### src/rtl/joy_pkg.sv
// joy_pkg: shared state encoding, button bit positions and slice helper for the serial pad reader
package joy_pkg;
  typedef enum logic [2:0] {IDLE, LOAD, SHIFT_LO, SHIFT_HI, LATCH, GAP} state_t;
  localparam int JB_R  = 0;
  localparam int JB_LT = 1;
  localparam int JB_DN = 2;
  localparam int JB_UP = 3;
  localparam int JB_A  = 4;
  localparam int JB_B  = 5;
  localparam int JB_C  = 6;
  localparam int JB_D  = 7;
  localparam int JB_E  = 8;
  localparam int JB_F  = 9;
  localparam int JB_L  = 10;
  localparam int JB_S  = 11;
  function automatic int slice_lo(input int p, input int bits);
    return p * bits;
  endfunction
endpackage

### src/rtl/joy_debounce.sv
// joy_debounce: publishes a pad word only after DEBOUNCE consecutive identical frames
module joy_debounce #(
  parameter int DEBOUNCE = 2
) (
  input  logic        clk,
  input  logic        reset_n,
  input  logic        strobe,
  input  logic [15:0] din,
  output logic [15:0] dout
);
  logic [15:0] prev;
  logic [3:0]  cnt;
  logic [3:0]  ncnt;
  assign ncnt = din != prev ? 4'd1 : cnt >= 4'(DEBOUNCE) ? cnt : cnt + 4'd1;
  // run-length of identical frames, output follows once the run is long enough
  always_ff @(posedge clk or negedge reset_n)
    if (!reset_n) begin
      prev <= '0;
      cnt  <= '0;
      dout <= '0;
    end else if (strobe) begin
      prev <= din;
      cnt  <= ncnt;
      if (ncnt >= 4'(DEBOUNCE)) dout <= din;
    end
endmodule

### src/rtl/joy_serial_multi.sv
// joy_serial_multi: scans a daisy-chained shift-register pad adapter and publishes debounced per-player words
module joy_serial_multi import joy_pkg::*; #(
  parameter int PLAYERS   = 2,
  parameter int PAD_BITS  = 12,
  parameter int CLK_DIV   = 24,
  parameter int FRAME_GAP = 1000,
  parameter int DEBOUNCE  = 2
) (
  input  logic                  clk,
  input  logic                  reset_n,
  input  logic                  enable,
  input  logic                  joy_data,
  output logic                  joy_clk,
  output logic                  joy_load,
  output logic [PLAYERS*16-1:0] joystick,
  output logic [PLAYERS-1:0]    present,
  output logic                  frame_done
);
  localparam int NB = PLAYERS * PAD_BITS;
  localparam int CW = $clog2((NB > FRAME_GAP ? NB : FRAME_GAP) + 1);
  localparam int PW = $clog2(CLK_DIV);
  logic [PW-1:0]         pre;
  logic                  tick;
  state_t                state, nstate;
  logic [CW-1:0]         idx, nidx;
  logic [NB-1:0]         shift;
  logic [PLAYERS*16-1:0] cand;
  logic [PLAYERS-1:0]    live;
  assign tick = pre == PW'(CLK_DIV - 1);
  // half-period prescaler, free running
  always_ff @(posedge clk or negedge reset_n)
    if (!reset_n) pre <= '0;
    else pre <= tick ? '0 : pre + 1'b1;
  // next state: every phase advances on tick except the single-cycle latch
  always_comb begin
    nstate = state;
    nidx   = idx;
    if (state == LATCH) begin
      nstate = GAP;
      nidx   = '0;
    end else if (tick)
      case (state)
        IDLE:     nstate = enable ? LOAD : IDLE;
        LOAD:     begin nstate = SHIFT_LO; nidx = '0; end
        SHIFT_LO: nstate = SHIFT_HI;
        SHIFT_HI: begin nidx = idx + 1'b1; nstate = nidx == CW'(NB) ? LATCH : SHIFT_LO; end
        GAP:      begin nidx = idx + 1'b1; nstate = nidx == CW'(FRAME_GAP) ? IDLE : GAP; end
        default:  nstate = IDLE;
      endcase
  end
  // state, counter and registered chain control lines
  always_ff @(posedge clk or negedge reset_n)
    if (!reset_n) begin
      state    <= IDLE;
      idx      <= '0;
      joy_clk  <= 1'b1;
      joy_load <= 1'b1;
    end else begin
      state    <= nstate;
      idx      <= nidx;
      joy_clk  <= nstate != SHIFT_LO;
      joy_load <= nstate != LOAD;
    end
  // sample at the end of each low phase; first bit on the wire lands in bit 0
  always_ff @(posedge clk or negedge reset_n)
    if (!reset_n) shift <= '0;
    else if (tick && state == SHIFT_LO) shift <= {joy_data, shift[NB-1:1]};
  for (genvar p = 0; p < PLAYERS; p++) begin : g_pl
    logic [PAD_BITS-1:0] w;
    assign w = ~shift[slice_lo(p, PAD_BITS) +: PAD_BITS];
    assign live[p] = ~&w;
    assign cand[16*p +: 16] = live[p] ? 16'(w) : 16'h0;
    joy_debounce #(.DEBOUNCE(DEBOUNCE)) u_db (
      .clk(clk),
      .reset_n(reset_n),
      .strobe(state == LATCH),
      .din(cand[16*p +: 16]),
      .dout(joystick[16*p +: 16])
    );
  end
  // presence is taken straight from the latched frame; done pulses alongside the new words
  always_ff @(posedge clk or negedge reset_n)
    if (!reset_n) begin
      present    <= '0;
      frame_done <= 1'b0;
    end else begin
      frame_done <= state == LATCH;
      if (state == LATCH) present <= live;
    end
endmodule

### config.mk
export PLATFORM = sky130hd
export DESIGN_NAME = joy_serial_multi
export DESIGN_NICKNAME = d
export VERILOG_FILES = /design/src/rtl/joy_pkg.sv /design/src/rtl/joy_debounce.sv /design/src/rtl/joy_serial_multi.sv
export SDC_FILE = /design/constraint.sdc
export NUM_CORES = 1
export LEC_CHECK = 0
export BUFFER_PORTS_ARGS = -buffer_cell sky130_fd_sc_hd__buf_2
export CORE_ASPECT_RATIO = 0.5
export CORE_MARGIN = 5
export CORE_UTILIZATION = 55
export DETAILED_ROUTE_END_ITERATION = 7
export PLACE_DENSITY = 0.74
export SETUP_SLACK_MARGIN = 0.1
export SYNTH_ARGS = -nofsm -noshare
export SYNTH_HDL_FRONTEND = slang
export SYNTH_HIERARCHICAL = 1
export SYNTH_SLANG_ARGS = --single-unit
### constraint.sdc
create_clock -name clk -period 3.5 [get_ports clk]
set_input_delay 0.175 -clock clk [delete_from_list [all_inputs] [get_ports clk]]
set_output_delay 0.175 -clock clk [all_outputs]
set_load 0.005 [all_outputs]
==> flow_summary_export.csv, run 1 <==
group,metric,value,unit
floorplanning,dieHeight,81.5,um
cts,numCtsBuffers,17,
cells_and_area,fillCellCount,778,
yosys,ys_seq_area_share,53.1,%
cells_and_area,final_nets,523,
timing,fin_crit_sh,83.8,%
grt,grt_pass1_wl,17700,um
placed_design,port_buffers,40,
worst_setup_path,reg2reg_slack,0.57,ns
yosys,synth_common_cells,"dfrtp_1, mux2_1, nor2_1",
yosys,ys_types,53,
timing,skew,0.00711,ns
worst_setup_path,reg2reg_to,"g_pl[1].u_db/dout[6]",
worst_setup_path,cp_slowest_stage_delay,0.48,ns
timing,hold_ws,0.219,ns
hold_path,holdPathStages,4,
worst_setup_path,path_class,"reg -> reg",
floorplanning,core,0.0101,mm2
worst_setup_path,path_max_fanout,16,
floorplanning,die_w,153,um
yosys,synth_top_area_share,52.1,%
grt,antenna_found_initial,0,
worst_setup_path,cp_top_family,"simple AND/OR/NAND/NOR gates",
cts,clk_latency,0.41,ns
hold_path,hp-class,"in -> reg",
status,status,"completed",
cells_and_area,design_area,0.00661,mm2
timing,min_period,2.93,ns
timing,grt_setup_unrepaired,"false",
cts,cts_root_buffer,"clkbuf_16",
worst_setup_path,crit_arrival,3.21,ns
cells_and_area,area_delta_synth_final,17.7,%
power,switching_power,0.662,mW
timing,finalSetupViolations,0,
power,pwr-share-comb,2.3,%
yosys,synth_most_common_cell,"dfrtp_1",
power,sw_frac_of_total,21.8,%
grt,grt_max_degree,66,
hold_path,holdPathEnd,"state[0]",
flow_run,cap_violations,0,
placed_design,place_area,0.00604,mm2
worst_setup_path,crit_path_top_delay_cell,"and3_1",
cts,ctsResizeCount,0,
routing,first_iter_violations,136,
timing,maxSlewViolCount,0,
power,p_leak,3.48,nW
routing,finalWirelength,10000,um
power,p_int,2.38,mW
cts,htree_levels,4,
yosys,syn_area,0.00562,mm2
worst_setup_path,path_cells,"nor4_1 -> and3_1 -> nor2_1 -> xor2_1 -> nor4_4 -> nand4_4 -> nor2_8 -> mux2_1",
routing,via_count,3504,
worst_setup_path,endpoint_kind,"flip-flop",
floorplanning,boundaryPins,41,
routing,vias_per_cell,5.26,
yosys,synth.largest_area_cell,"dfrtp_1",
yosys,yosysWarnings,6,
worst_setup_path,ff2ff_path_depth,8,
yosys,async_reset_ff_share,100,%
timing,worst_slack,0.567,ns
power,cellPowerDensity,460,mW/mm2
placed_design,pre_cts_ws,0.550,ns
worst_setup_path,cp.required,3.78,ns
yosys,ys_ff_latch,119,
timing,worstMarginPinSlew,0.711,ns
worst_setup_path,critical_path_buf_inv_count,0,
floorplanning,initial_core_util,55.7,%
cells_and_area,drive_gt1_share,25.5,%
worst_setup_path,r2r_start,"shift[12]",
yosys,synth_edf_count,0,
timing,tns,0,ns
yosys,synthFlopType,"dfrtp_1",
floorplanning,die-area,0.0125,mm2
timing,hold_viol_final,0,
worst_setup_path,path_depth,8,
cts,cts.path.max_buffers,2,
yosys,synth_area_leaders,"dfrtp_1, mux2_1, mux2_2, xor2_1, nor4_4",
cells_and_area,layout.cells.non_filler,666,
power,p_seq_share,45.3,%
grt,grt_pass1_vias,3588,
grt,grt.total_usage,18.1,%
yosys,syn_avg_cell_area,12.7,um2
yosys,synth_cells,442,
routing,dr.pass1.iters,4,
worst_setup_path,worstSetupStartpointType,"flip-flop",
placed_design,gp_congestion,0.830,
hold_path,min_from,"enable",
routing,drc,0,
cts,cts_tree,"done",
routing,post_drt_wl_per_cell,15.1,um
timing,slew_headroom,52.6,%
power,p_total,3.04,mW
cells_and_area,final_util,65.5,%
routing,antenna_left,0,
cells_and_area,antenna_cells,0,
power,clock_power_share,52.4,%
floorplanning,std_cell_rows,26,
placed_design,placedCellCount,632,
power,vdd_drop_max,0.000375,V
grt,grt-ovfl-total,0,
placed_design,dp_hpwl,6790,um
timing,fmax,0.341,GHz
cts,cts.sinks,119,
cts,clk_pin_slew,0.05,ns
layout make-up:
type / instances / area [um2] / area share [%]
tap: 140 / 175 / 2.65
clock inverter: 13 / 108 / 1.63
inverter: 5 / 18.8 / 0.284
clock buffer: 19 / 443 / 6.70
sequential: 119 / 2980 / 45.1
timing repair buffer: 45 / 258 / 3.90
multi-input combinational: 325 / 2630 / 39.8
how the worst max path moves through the flow:
| stage | startpoint | endpoint | slack [ns] |
|---|---|---|---|
| final | shift[12] | g_pl[1].u_db/dout[6] | 0.57 |
| after floorplan | shift[7] | g_pl[0].u_db/dout[1] | 0.83 |
| after global routing | shift[12] | g_pl[1].u_db/dout[6] | 0.33 |
| after detailed placement | shift[12] | g_pl[1].u_db/dout[6] | 0.55 |
| after CTS | shift[12] | g_pl[1].u_db/dout[6] | 0.53 |
| after global placement | shift[12] | g_pl[1].u_db/dout[11] | 0.55 |
power by group through the flow:
stage | combinational, mW | clock [mW] | sequential (mW)
6_report | 0.0697 | 1.59 | 1.38
5_1_grt | 0.0816 | 1.71 | 1.38
4_1_cts | 0.0725 | 1.63 | 1.38
3_5_place_dp | 0.0704 | 0 | 1.40
3_3_place_gp | 0.0695 | 0 | 1.40
2_1_floorplan | 0.0320 | 0 | 1.40
layer usage:
| metal | vias to the layer above | wire length (um) | GRT usage [%] |
|---|---|---|---|
| li1 | 1699 | - | - |
| met4 | 0 | 92 | 6.67 |
| met1 | 1750 | 4740 | 23.2 |
| met2 | 44 | 4810 | 29.5 |
| met3 | 11 | 404 | 5.79 |
| met5 | - | 0 | 0 |
cell families after synthesis:
kind of cell | after synthesis | share of synthesized area (%)
AO/OA/AOI/OAI | 50 | 6.08
AND/OR/NAND/NOR | 120 | 14.2
XOR/XNOR | 36 | 5.61
multiplexers | 89 | 17.8
buffers and inverters | 21 | 1.83
other | 1 | 0.0668
flip-flops | 119 | 53.1
adder cells (fa/ha/maj) | 6 | 1.34
flip-flops by register name, indices dropped and copies added, names as in the netlist:
| register | cells |
|---|---|
| g_pl.u_db/dout | 32 |
| g_pl.u_db/prev | 32 |
| shift | 24 |
| idx | 10 |
| g_pl.u_db/cnt | 8 |
| pre | 5 |
| state | 3 |
| present | 2 |
| frame_done | 1 |
| joy_clk | 1 |
| joy_load | 1 |
cell usage in the layout, fill, tap and decap left out, types with 3 or more instances in the layout:
cell        count
nor4_4          8
o211ai_1        3
clkinv_2        6
nor3_1          4
inv_1           5
o21ai_0         7
clkbuf_16      17
nor2_1         37
nand2b_1        4
mux2_1         52
o21ai_1         7
buf_4           3
buf_2          39
nand2_1        21
o31ai_1         4
mux2_2         37
clkinvlp_4      4
xor2_1         34
conb_1         24
and2_1          5
ha_1            6
nor4_1         10
o21a_1          4
dfrtp_1       117
nand3_1         9
a21oi_1        10
and3_1          4
worst reg2reg max path: stages, from the launching register on:
cell,delay [ns]
dfrtp_1,0.42
nor4_1,0.31
and3_1,0.48
nor2_1,0.14
xor2_1,0.20
nor4_4,0.37
nand4_4,0.19
nor2_8,0.33
mux2_1,0.37
what timing repair did:
action / CTS / global route
hold buffers: 2 / 0
setup buffers: 0 / 0
endpoints found under the setup margin: 0 / 0
endpoints found under the hold margin: 53 / 0
Note: power is estimated with default switching activity, not from simulation.
==> run 2: changes to the inputs <==
--- a/config.mk
+++ b/config.mk
@@ -10,7 +10,7 @@
 export CORE_MARGIN = 5
 export CORE_UTILIZATION = 55
 export DETAILED_ROUTE_END_ITERATION = 7
-export PLACE_DENSITY = 0.74
+export PLACE_DENSITY = 0.77
 export SETUP_SLACK_MARGIN = 0.1
 export SYNTH_ARGS = -nofsm -noshare
 export SYNTH_HDL_FRONTEND = slang
==> constraint.sdc (replaced) <==
create_clock -name clk -period 2.57 [get_ports clk]
set_input_delay 0.1285 -clock clk [delete_from_list [all_inputs] [get_ports clk]]
set_output_delay 0.1285 -clock clk [all_outputs]
set_load 0.005 [all_outputs]
==> run 2 against run 1 <==
The run now ends with negative setup slack left. Via count is 11% higher. Worst hold slack got worse by 0.095 ns. Maximum frequency grew 4.2%. Global-route usage is 2.5 points higher. Sequential power grew 36%. Core utilization up 7.4 points. First-iteration DRC count is 65% higher. Die area unchanged. Count of clock-buffer cells in the layout up 4. Sequential share of layout area decreased by 4.6 points. Critical path type unchanged. Critical endpoint is now g_pl[0].u_db/dout[9].
==> flow_summary_export.csv, run 2 (synthesized netlist as in run 1, its figures left out) <==
group,metric,value,unit
cells_and_area,area_delta_synth_final,31.0,%
grt,grt_pass1_wl,20000,um
routing,antenna_left,0,
worst_setup_path,path_class,"reg -> reg",
cells_and_area,reg_top3,"g_pl.u_db/dout (32), g_pl.u_db/prev (32), shift (24)",
cells_and_area,drive_gt1_share,42.5,%
power,p_seq_share,44.6,%
timing,finalSetupViolations,17,
cells_and_area,most-common-layout-cells,"dfrtp_1, buf_2, mux2_2",
status,violations,"negative setup slack",
placed_design,dp_hpwl,7420,um
grt,grt-ovfl-total,0,
cells_and_area,final_common_cell,"dfrtp_1",
floorplanning,std_cell_rows,26,
status,status,"complete, but fails checks",
placed_design,port_buffers,40,
routing,via_count,3890,
timing,maxSlewViolCount,0,
routing,dr.pass1.iters,4,
grt,grt.total_usage,20.6,%
flow_run,cap_violations,0,
power,clock_power_share,52.7,%
routing,first_iter_violations,225,
power,switching_power,0.907,mW
routing,drc,0,
placed_design,gp_congestion,0.811,
power,vdd_drop_max,0.000487,V
timing,fin_crit_sh,110,%
power,pwr-share-comb,2.7,%
cts,numCtsBuffers,17,
worst_setup_path,path_max_fanout,5,
floorplanning,core,0.0101,mm2
routing,post_drt_wl_per_cell,18.7,um
cts,clk_pin_slew,0.06,ns
floorplanning,initial_core_util,55.7,%
cells_and_area,final_nets,567,
power,cellPowerDensity,573,mW/mm2
power,sw_frac_of_total,21.5,%
worst_setup_path,cp.required,2.86,ns
timing,fmax,0.355,GHz
power,p_int,3.31,mW
routing,vias_per_cell,5.48,
floorplanning,die-area,0.0125,mm2
floorplanning,die_w,153,um
cts,cts_root_buffer,"clkbuf_16",
hold_path,hp-class,"in -> reg",
floorplanning,dieHeight,81.5,um
grt,grt_pass1_vias,3940,
timing,tns,-3.68,ns
worst_setup_path,crit_arrival,3.10,ns
timing,worstMarginPinSlew,0.542,ns
cts,cts.path.max_buffers,2,
cts,htree_levels,4,
timing,hold_ws,0.125,ns
worst_setup_path,endpoint_kind,"flip-flop",
timing,worst_slack,-0.245,ns
timing,hold_viol_final,0,
cells_and_area,antenna_cells,0,
placed_design,place_area,0.00631,mm2
cts,cts_tree,"done",
routing,finalWirelength,13200,um
timing,skew,0.00969,ns
power,p_leak,3.75,nW
floorplanning,boundaryPins,41,
cts,cts.sinks,119,
timing,grt_setup_unrepaired,"true",
cts,clk_latency,0.41,ns
grt,grt_max_degree,81,
timing,slew_headroom,63.8,%
grt,antenna_found_initial,0,
worst_setup_path,worstSetupStartpointType,"flip-flop",
timing,min_period,2.81,ns
placed_design,pre_cts_ws,-0.155,ns
cells_and_area,design_area,0.00736,mm2
run 2: changes by cell type in the layout (fill, tap and decap cells not counted), moves of 5 or more:
| cell | previous run | this run |
|---|---|---|
| buf_4 | 3 | 33 |
| mux2_1 | 52 | 22 |
| mux2_4 | 0 | 30 |
| nor2_1 | 37 | 21 |
| nor2_2 | 0 | 11 |
| buf_6 | 0 | 10 |
| xor2_1 | 34 | 25 |
| xor2_2 | 0 | 9 |
| nor4_1 | 10 | 2 |
| nor4_2 | 0 | 7 |
| nor2_4 | 1 | 6 |
run 2: layout make-up:
| class | count | area (um2) |
|---|---|---|
| Clock buffer | 23 | 478 |
| Clock inverter | 9 | 75.1 |
| Inverter | 5 | 18.8 |
| Tap cell | 140 | 175 |
| Fill cell | 619 | 2730 |
| Timing Repair Buffer | 89 | 686 |
| Multi-Input combinational cell | 325 | 2940 |
| Sequential cell | 119 | 2980 |
run 2: power by group through the flow:
stage,sequential (mW),clock (mW),combinational (mW)
finish,1.88,2.22,0.114
CTS,1.88,2.24,0.114
global route,1.88,2.35,0.129
global placement,1.91,0,0.101
detailed placement,1.91,0,0.103
floorplan,1.91,0,0.0460
run 2: per-layer routing:
layer  share of wire, %  track usage (%)  vias up
met5                  0                0        -
met1                 44             25.3     1986
li1                   -                -     1783
met4                1.6             8.44        0
met3                4.0             5.37       25
met2                 51             35.6       96
run 2: what timing repair did:
action,in CTS,in global routing
endpoints found under the hold margin,38,0
setup endpoints to repair,34,37
buffers inserted,10,3
gates resized for setup,44,27
hold buffers,2,0
pin swaps,10,9
gates cloned,0,2
run 2: final timing paths:
check / startpoint / end / slack, ns / cells past startpoint
setup reg to reg: shift[7] / g_pl[0].u_db/dout[9] / -0.24 / 11
setup / recovery: shift[7] / g_pl[0].u_db/dout[9] / -0.24 / 11
hold reg to reg: pre[0] / pre[0] / 0.47 / 1
hold / removal: enable / state[0] / 0.12 / 4
max in group asynchronous: reset_n / g_pl[1].u_db/dout[2] / 1.51 / 3
min in group asynchronous: reset_n / idx[8] / 0.25 / 2
run 2: through the flow:
step,total power [mW],std cells,utilization [%]
after CTS,4.23,705,71.0
after global placement,2.01,661,62.6
after global routing,4.36,710,72.9
final,4.21,710,72.9
after floorplan,1.96,465,-
after detailed placement,2.01,661,62.6
run 2: worst max-delay path, cell delays in order, from the launching register on:
cell and delay, ns:
dfrtp_1 0.42, nor4_2 0.35, and3_4 0.27, buf_6 0.10, buf_6 0.10, nor2_2 0.06
xor2_2 0.19, nor4_4 0.34, nand4_4 0.18, nor2_8 0.19, clkbuf_16 0.18, mux2_4 0.29
==> run 3: changes to the inputs <==
--- a/config.mk
+++ b/config.mk
@@ -8,9 +8,9 @@
 export BUFFER_PORTS_ARGS = -buffer_cell sky130_fd_sc_hd__buf_2
 export CORE_ASPECT_RATIO = 0.5
 export CORE_MARGIN = 5
-export CORE_UTILIZATION = 55
+export CORE_UTILIZATION = 40
 export DETAILED_ROUTE_END_ITERATION = 7
-export PLACE_DENSITY = 0.77
+export PLACE_DENSITY = 0.58
 export SETUP_SLACK_MARGIN = 0.1
 export SYNTH_ARGS = -nofsm -noshare
 export SYNTH_HDL_FRONTEND = slang
==> run 3 against run 2 <==
Via count decreased by 5.7%. Final cell count increased by 7.7%. Worst hold slack got worse by 0.0042 ns. The run still ends with negative setup slack left. Critical path type unchanged. Core utilization decreased by 18 points. Power increased by 6.3%. Register-to-register slack improved by 0.24 ns. Non-clock buffer count increased by 3. Cell area increased by 2.0%. Count of clock-buffer cells in the layout decreased by 4.
==> flow_summary_export.csv, run 3 (synthesized netlist as in run 1, its figures left out) <==
group,metric,value,unit
status,status,"complete, but fails checks",
status,violations,"negative setup slack",
routing,first_iter_violations,242,
timing,finalSetupViolations,4,
power,p_leak,3.78,nW
floorplanning,die_w,178,um
cells_and_area,area_delta_synth_final,33.6,%
cts,numCtsBuffers,17,
timing,skew,0.00988,ns
worst_setup_path,crit_arrival,2.85,ns
routing,finalWirelength,11500,um
placed_design,placedCellCount,722,
worst_setup_path,path_max_fanout,5,
routing,vias_per_cell,4.80,
cts,cts.path.max_buffers,2,
worst_setup_path,ff2ff_path_depth,10,
placed_design,place_area,0.00647,mm2
cells_and_area,final_common_cell,"dfrtp_1",
floorplanning,die-area,0.0167,mm2
worst_setup_path,cp_top_family,"simple AND/OR/NAND/NOR gates",
hold_path,hp-class,"in -> reg",
worst_setup_path,worstSetupStartpointType,"flip-flop",
floorplanning,boundaryPins,41,
power,cellPowerDensity,596,mW/mm2
grt,grt-ovfl-total,0,
cells_and_area,layout.cells.non_filler,765,
timing,fmax,0.389,GHz
timing,slew_headroom,63.3,%
timing,worst_slack,-0.00290,ns
worst_setup_path,path_cells,"nor4_2 -> and3_1 -> buf_6 -> nor2_4 -> xor2_2 -> nor4_4 -> nand4_4 -> nor2_8 -> clkbuf_16 -> mux2_4",
power,vdd_drop_max,0.000389,V
grt,grt.total_usage,14.8,%
routing,antenna_left,0,
routing,drc,0,
cts,clk_pin_slew,0.06,ns
worst_setup_path,crit_path_top_delay_cell,"dfrtp_1",
cts,clk_latency,0.40,ns
power,p_total,4.48,mW
worst_setup_path,path_class,"reg -> reg",
cts,htree_levels,4,
timing,fin_crit_sh,100,%
routing,post_drt_wl_per_cell,15.0,um
placed_design,port_buffers,40,
cells_and_area,most-common-layout-cells,"dfrtp_1, buf_2, mux2_2, buf_4, mux2_4",
worst_setup_path,reg2reg_slack,-0.003,ns
grt,antenna_found_initial,0,
placed_design,dp_hpwl,7950,um
cts,cts_tree,"done",
routing,dr.pass1.iters,4,
floorplanning,dieHeight,93.8,um
timing,maxSlewViolCount,0,
floorplanning,initial_core_util,41.1,%
timing,min_period,2.57,ns
cells_and_area,design_area,0.00751,mm2
routing,via_count,3669,
cells_and_area,reg_top3,"g_pl.u_db/dout (32), g_pl.u_db/prev (32), shift (24)",
floorplanning,std_cell_rows,30,
cts,cts.sinks,119,
grt,grt_pass1_vias,3710,
timing,worstMarginPinSlew,0.548,ns
cells_and_area,drive_gt1_share,41.9,%
worst_setup_path,critical_path_buf_inv_count,2,
flow_run,cap_violations,0,
worst_setup_path,endpoint_kind,"flip-flop",
timing,hold_viol_final,0,
cells_and_area,final_nets,570,
cts,cts_root_buffer,"clkbuf_16",
placed_design,gp_congestion,0.781,
floorplanning,core,0.0137,mm2
worst_setup_path,cp_slowest_stage_delay,0.39,ns
grt,grt_max_degree,41,
hold_path,holdPathStages,4,
cells_and_area,final_util,54.9,%
worst_setup_path,path_depth,10,
grt,grt_pass1_wl,19400,um
cells_and_area,fillCellCount,1152,
cells_and_area,antenna_cells,0,
worst_setup_path,cp.required,2.85,ns
timing,grt_setup_unrepaired,"true",
run 3: worst paths after layout:
| path | from | endpoint |
|---|---|---|
| max | shift[7] | g_pl[0].u_db/dout[5] |
| min | enable | state[0] |
| max reg2reg | shift[7] | g_pl[0].u_db/dout[5] |
| min reg2reg | pre[0] | pre[0] |
| max in group asynchronous | reset_n | g_pl[1].u_db/prev[0] |
| min in group asynchronous | reset_n | idx[5] |
run 3: repair_timing:
item | CTS | global route
buffers inserted | 1 | 5
hold endpoints to repair | 35 | 0
hold buffers | 2 | 0
endpoints found under the setup margin | 34 | 34
pin swaps | 5 | 9
resized for setup | 40 | 27
gates cloned | 1 | 2
run 3: final cells by class:
class | instances | area, um2 | area share, %
sequential | 119 | 2980 | 39.7
clock inverter | 13 | 179 | 2.38
multi-input combinational | 325 | 2930 | 39.1
tap | 192 | 240 | 3.20
clock buffer | 19 | 443 | 5.90
timing repair buffer | 92 | 713 | 9.50
inverter | 5 | 18.8 | 0.250
run 3: worst reg2reg max path: cells and delay by family (launching register included):
kind	cells	cell delay, ns
xor+xnor	1	0.15
buf+inv	2	0.32
flops	1	0.39
mux	1	0.30
simple gates	6	1.30
run 3: power breakdown:
group / leakage, nW / internal, mW / switching (mW) / total, mW
clock network: 0.295 / 1.64 / 0.834 / 2.47
logic: 1.86 / 0.0398 / 0.0831 / 0.123
registers: 1.63 / 1.88 / 0.00170 / 1.88
run 3: stage by stage:
stage	hold WS [ns]	TNS, ns	worst slack (ns)
2_1_floorplan	-0.167	0	0.0903
3_3_place_gp	0.150	-0.644	-0.0509
3_5_place_dp	0.150	-0.981	-0.0649
4_1_cts	0.106	-0.0214	-0.00855
5_1_grt	0.137	-3.60	-0.153
6_report	0.121	-0.00664	-0.00290
run 3: metal layers:
| layer | wire length (um) | global-route usage [%] | vias to the layer above |
|---|---|---|---|
| met5 | 0 | 0 | - |
| met3 | 400 | 3.94 | 6 |
| met4 | 85 | 4.44 | 0 |
| li1 | - | - | 1787 |
| met1 | 5680 | 20.6 | 1830 |
| met2 | 5320 | 22.7 | 46 |
